[config.mk]
export PLATFORM = sky130hd
export DESIGN_NAME = sumador_serial
export DESIGN_NICKNAME = d
export VERILOG_FILES = /design/src/rtl/sumador_serial.sv
export SDC_FILE = /design/constraint.sdc
export NUM_CORES = 1
export LEC_CHECK = 0
export CELL_PAD_IN_SITES_DETAIL_PLACEMENT = 1
export CELL_PAD_IN_SITES_GLOBAL_PLACEMENT = 1
export CORE_MARGIN = 2
export CORE_UTILIZATION = 37
export CTS_CLUSTER_SIZE = 40
export DETAILED_ROUTE_END_ITERATION = 6
export PLACE_DENSITY = 0.75
export SLEW_MARGIN = 20
export SYNTH_ARGS = -nofsm -noshare
export SYNTH_HDL_FRONTEND = slang
export SYNTH_SLANG_ARGS = --single-unit
[constraint.sdc]
create_clock -name clk -period 2.8 [get_ports clk]
set_input_delay 0.84 -clock clk [delete_from_list [all_inputs] [get_ports clk]]
set_output_delay 0.84 -clock clk [all_outputs]
set_load 0.1 [all_outputs]
[src/rtl/sumador_serial.sv]
// Serial adder/subtractor: processes CHUNK bits per clock, LSB first, over N = BITS/CHUNK cycles.
// Status outputs (Resul/Cout/Ovf/Zero) update only when an operation completes.
module sumador_serial #(
  parameter int BITS  = 8,
  parameter int CHUNK = 2
) (
  input  logic            clk,
  input  logic            rst,
  input  logic            start,
  input  logic            op,
  input  logic [BITS-1:0] num1,
  input  logic [BITS-1:0] num2,
  output logic            busy,
  output logic            done,
  output logic [BITS-1:0] Resul,
  output logic            Cout,
  output logic            Ovf,
  output logic            Zero
);

  localparam int N  = BITS / CHUNK;
  localparam int CW = $clog2(N + 1);

  typedef enum logic [1:0] {IDLE, RUN, DONE} state_t;

  state_t          state;
  logic [BITS-1:0] a_reg, b_reg, res_reg, res_next;
  logic            op_reg, carry_reg;
  logic [CW-1:0]   cnt_reg;
  logic [CHUNK-1:0] a_chunk, b_chunk;
  logic [CHUNK:0]  csum;
  logic            msb_cin;
  int              base;

  // Subtraction is num1 + ~num2 + 1; the +1 comes from the carry register preload.
  always_comb begin
    base     = int'(cnt_reg) * CHUNK;
    a_chunk  = a_reg[base +: CHUNK];
    b_chunk  = b_reg[base +: CHUNK] ^ {CHUNK{op_reg}};
    csum     = {1'b0, a_chunk} + {1'b0, b_chunk} + {{CHUNK{1'b0}}, carry_reg};
    res_next = res_reg;
    res_next[base +: CHUNK] = csum[CHUNK-1:0];
    // Carry into the top bit of this chunk, recovered from its sum bit.
    msb_cin  = a_chunk[CHUNK-1] ^ b_chunk[CHUNK-1] ^ csum[CHUNK-1];
  end

  always_ff @(posedge clk or posedge rst) begin
    if (rst) begin
      state     <= IDLE;
      a_reg     <= '0;
      b_reg     <= '0;
      res_reg   <= '0;
      op_reg    <= 1'b0;
      carry_reg <= 1'b0;
      cnt_reg   <= '0;
      busy      <= 1'b0;
      done      <= 1'b0;
      Resul     <= '0;
      Cout      <= 1'b0;
      Ovf       <= 1'b0;
      Zero      <= 1'b0;
    end else begin
      busy <= (state != IDLE);
      done <= (state == DONE);
      case (state)
        IDLE: begin
          if (start) begin
            a_reg     <= num1;
            b_reg     <= num2;
            op_reg    <= op;
            carry_reg <= op;
            cnt_reg   <= '0;
            state     <= RUN;
          end
        end
        RUN: begin
          res_reg   <= res_next;
          carry_reg <= csum[CHUNK];
          cnt_reg   <= cnt_reg + CW'(1);
          if (cnt_reg == CW'(N - 1)) begin
            state <= DONE;
            Resul <= res_next;
            Cout  <= csum[CHUNK];
            Ovf   <= msb_cin ^ csum[CHUNK];
            Zero  <= (res_next == '0);
          end
        end
        DONE: state <= IDLE;
        default: state <= IDLE;
      endcase
    end
  end

endmodule

# ---- Word-level counts from Yosys, hierarchy flattened
# Index checks and enable logic that the tools add are counted.
dict set report word_totals {
  reg_bits 44
  output_inout_bits 13
  wordCells 46
  inputBits 20
}
dict set report op_classes {
  n_eq_ne 5
  reduce_logical 8
  n_shift 4
  addsub 4
  muxes 8
  n_bitwise 4
}
# cell count
set op_table {}
lappend op_table {{$neg 4->33} 1}
lappend op_table {{$shift 2x33->8 const A} 1}
lappend op_table {{$shiftx 2x33->8} 1}
lappend op_table {{$shiftx 8x5->2} 2}
lappend op_table {{$bwmux 8} 1}
lappend op_table {{$logic_not 8->1} 1}
lappend op_table {{$reduce_and 2->1} 4}
lappend op_table {{$pmux 3 s2} 1}
lappend op_table {{$mux 2} 2}
lappend op_table {{$ne 2x2->1 const B} 2}
lappend op_table {{$pmux 2 s2} 1}
lappend op_table {{$reduce_bool 2->1} 2}
lappend op_table {{$add 2x2->3} 1}
lappend op_table {{$add 3x1->3} 1}
lappend op_table {{$add 3x1->3 const B} 1}
lappend op_table {{$eq 3x2->1 const B} 1}
lappend op_table {{$mux 3} 1}
lappend op_table {{$xor 1x1->1} 3}
lappend op_table {{$eq 2x1->1 const B} 1}
lappend op_table {{$eq 2x2->1 const B} 1}
lappend op_table {{$logic_not 2->1} 1}
lappend op_table {{$pmux 1 s2} 1}
lappend op_table {{$xor 2x2->2} 1}
lappend op_table {{$mux 1} 1}

# ---- Logic depth before layout (Yosys ltp)
dict set report logic_depth {
  word_depth 7
  ltp_mapped 11
}

# ---- Worst setup path before layout
# No wires, ideal clock.
dict set report synth_path {
  path_type {register to register}
  from {register cnt_reg[0]}
  to {register Zero}
  arrival_time_ns 2.589
  required_ns 2.673
  slack_ns 0.084
  stages_incl_launch_ff 11
  path_cell_list {dfrtp_1 > buf_6 > mux4_1 > and2_1 > fa_1 > inv_1 > fa_1 > inv_1 > nor2_1 > o21ai_0 > o31ai_1}
}
dict set report synth_between {
  elab_chain_cells 7
}
# element line_no
set synth_rtl {}
lappend synth_rtl {{start: declaration} 29} ;# logic [CW-1:0] cnt_reg;
lappend synth_rtl {{start signal: assignment} 79} ;# cnt_reg <= cnt_reg + CW'(1);
lappend synth_rtl {{$shiftx 8x5->2} 39} ;# b_chunk = b_reg[base +: CHUNK] ^ {CHUNK{op_reg}};
lappend synth_rtl {{$xor 2x2->2} 39}
lappend synth_rtl {{$add 2x2->3} 40} ;# csum = {1'b0, a_chunk} + {1'b0, b_chunk} + {{CHUNK{1'b0}}, carry_reg};
lappend synth_rtl {{$add 3x1->3} 40}
lappend synth_rtl {{$shiftx 2x33->8} 42} ;# res_next[base +: CHUNK] = csum[CHUNK-1:0];
lappend synth_rtl {{$bwmux 8} 42}
lappend synth_rtl {{$logic_not 8->1} 85} ;# Zero <= (res_next == '0);
lappend synth_rtl {{end signal: assignment} 85}
lappend synth_rtl {{end: declaration} 18} ;# output logic Zero
# Parallel ways exist; a longest one is shown, timed or not.
# A chain may end at the register's enable or synchronous reset.

# ---- Worst setup path in the final report
dict set report layout_path {
  from {register cnt_reg[0]}
  to {register Resul[7]}
}
dict set report layout_between {
  elab_chain_cells 6
}
# element line_no
set layout_rtl {}
lappend layout_rtl {{$shiftx 8x5->2} 39}
lappend layout_rtl {{$xor 2x2->2} 39}
lappend layout_rtl {{$add 2x2->3} 40}
lappend layout_rtl {{$add 3x1->3} 40}
lappend layout_rtl {{$shiftx 2x33->8} 42}
lappend layout_rtl {{$bwmux 8} 42}
lappend layout_rtl {{end signal: assignment} 82} ;# Resul <= res_next;
lappend layout_rtl {{end: declaration} 15} ;# output logic [BITS-1:0] Resul,
# Parallel ways exist; a longest one is shown, timed or not.

==> impl_results.md <==
- Drt pass-1 iters: 4
- Reg2reg start: cnt_reg[0]
- Worst setup EP type: flop
- Outcome: completed
- Worst Path Arrival: 2840 ps
- Maxcap violations: 0
- Critical path origin: cnt_reg[0]
- Most used cell, CP: fa_1
- CP cell instances: mux4_1 -> and2_1 -> fa_1 -> inv_1 -> fa_1 -> buf_4 -> nor2_1 -> a21oi_1 -> o21ai_0
- Diodes inserted: 0
- Clock root buffer master: clkbuf_8
- First-pass GRT wire length: 7541 µm
- DP Wirelength: 3319 µm
- Vias post-DR: 1578
- Total Routing Usage GR: 15.36%
- Max Slew Vio Count: 0
- Post-synthesis sequential area ratio: 51.25%
- I/O pin count: 33
- Number of flops mapped to enable cells by yosys: 0
- Slew Limit Headroom: 55.80%
- Die area: 6432 µm²
- Iter 0 DRT Violations: 65
- Final Util: 46.98%
- Critical path buffers and inverters: 2
- Largest net degree at the start of global routing: 45
- Post-synthesis register bit count: 44
- Area grow syn2layout: 21.90%
- GP Congestion: 0.7871
- Crit-path leading delay family: adder cells
- # setup viols final: 0
- Initial antenna violation count: 0
- Hold_sp: a_reg[2]
- Placed Instances: 318
- Row cnt: 27
- Vias in the first global route: 1594
- Syn Inst Count: 217
- Critical path class: flop to flop
- R2R setup slack: 170 ps
- Clock Skews: 6.193 ps
- Tmin final: 2627 ps
- Vias per cell: 4.840
- Fin crit share: 93.82%
- Slew @ Worst Pin: 661.4 ps
- Fillers: 659
- ANT nets after route: 0
- Final Hold Fails: 0
- Syn nets: 244
- Worst Path Max Fanout: 5
- Synth warn: 0
- Clk sinks: 44
- Die Ht: 80.20 µm
- Hold Buf Count CTS: 0
- Cell variety after synth: 37
- Clk pin slew, worst setup/hold paths: 80 ps
- Grt total ovfl: 0
- Fmax: 0.3807 GHz
- Syn avg cell area: 9.900 µm²
- Min-Delay Path Class: flop to flop
- H-Tree Depth: 2
- Initial core utilization: 38.54%
- Slowest cell delay on critical path: 550 ps
- WL/cell: 13.61 µm
- RSZ-0062 raised after global routing: no
- CTS buffer count: 5
- # port buffers: 32
- Worst EP required: 3010 ps
- WHS: 473.1 ps
- Die span in x: 80.20 µm
- Synthesized cell area: 2148 µm²
- Setup TNS: 0 ps
- Primary FF master, synth: dfrtp_1
- Drt drc: 0
- Startpoint types: flop
- Non-filler cells in the finished layout: 326
- Post-Route WL: 4438 µm
- Core area: 5574 µm²
- Clock Tree Buf Depth: 2
- TritonCTS clock tree: yes
- Layout cells sized above 1: 13.78%
- Async set-reset flop share out of synthesis: 100.0%
- Max stage delay cell, worst path: mux4_1
- Final #Nets: 280
- Clock Latency Late Sink: 290 ps
==> worst min-delay path, stage by stage, from the launching register on <==
cell and delay (ps):
dfrtp_1 340, nand2_1 50, nand2_1 50
==> Yosys cell counts, types with 3 or more instances <==
| cell type | count | area share (%) |
|---|---|---|
| clkbuf_1 | 5 | 0.87 |
| dfrtp_1 | 44 | 51 |
| ha_1 | 5 | 2.9 |
| inv_1 | 11 | 1.9 |
| mux2_1 | 3 | 1.6 |
| mux2i_1 | 7 | 3.3 |
| nand2_1 | 69 | 12 |
| nand3_1 | 4 | 0.93 |
| nor2_1 | 8 | 1.4 |
| nor2b_1 | 3 | 0.87 |
| o21ai_0 | 18 | 4.2 |
| xnor2_1 | 4 | 1.6 |
==> layout by cell type, fill, tap and decap left out, types with 2 or more instances in the layout <==
master	n
and4bb_1	2
and2_1	2
nand2_1	69
or2_1	2
a21oi_1	2
fa_1	2
xnor2_1	4
clkbuf_1	2
clkdlybuf4s50_1	19
ha_1	5
nand3_1	4
a211oi_1	2
o21ai_0	18
buf_4	19
inv_1	10
mux2i_1	7
mux4_1	2
mux2_1	3
nor2b_1	3
a31oi_1	2
o31ai_1	2
mux2_2	2
dfrtp_1	43
nor2_1	8
clkbuf_8	6
==> through the flow <==
stage,worst slack (ps),cell area (µm²)
final,172.9,2619
after global routing,42.57,2619
after CTS,77.20,2618
after detailed placement,87.65,2527
after global placement,160.2,2527
after floorplan,84.11,2148
==> cells by family (layout without fill, tap and decap cells) <==
family	Yosys count	after routing	synth area share (%)
AOI/OAI and AO/OA	30	30	8.153
xor gates and xnor gates	4	4	1.631
adders and majority gates	7	7	4.776
buffers and inverters	20	57	3.960
DFF	44	44	51.25
muxes	15	15	9.377
and+or+nand+nor	97	97	20.85
==> metal layers <==
layer	track usage [%]	vias to the layer above	wire length (µm)	part of all wire, %
li1	-	787	-	-
met1	18.12	756	1927	43
met2	27.50	29	2290	52
met3	4.045	6	168	3.8
met4	4.068	0	51	1.1
met5	0	-	0	0
==> layout make-up <==
type	count	area, µm²	share of cell area, %
repair buffers	38	332.8	12.71
clock buffers	8	90.09	3.440
well taps	72	90.09	3.440
inverters	11	41.29	1.577
flip-flops and latches	44	1102	42.09
multi-input cells	153	962.2	36.74
==> what timing repair did <==
| item | in CTS | in global routing |
|---|---|---|
| setup buffers | 0 | 0 |
| setup endpoints to repair | 0 | 1 |
| gates resized for setup | 0 | 2 |
==> worst paths after layout <==
path,end,depth (start not counted)
min,a_reg[2],2
max,Resul[7],9
max reg2reg,Resul[7],9
min reg2reg,a_reg[2],2
max in group asynchronous,cnt_reg[0],3
min in group asynchronous,Zero,3
Power is not shown: default switching activity piles up to over one toggle a cycle in this logic, so the estimate is an artifact.
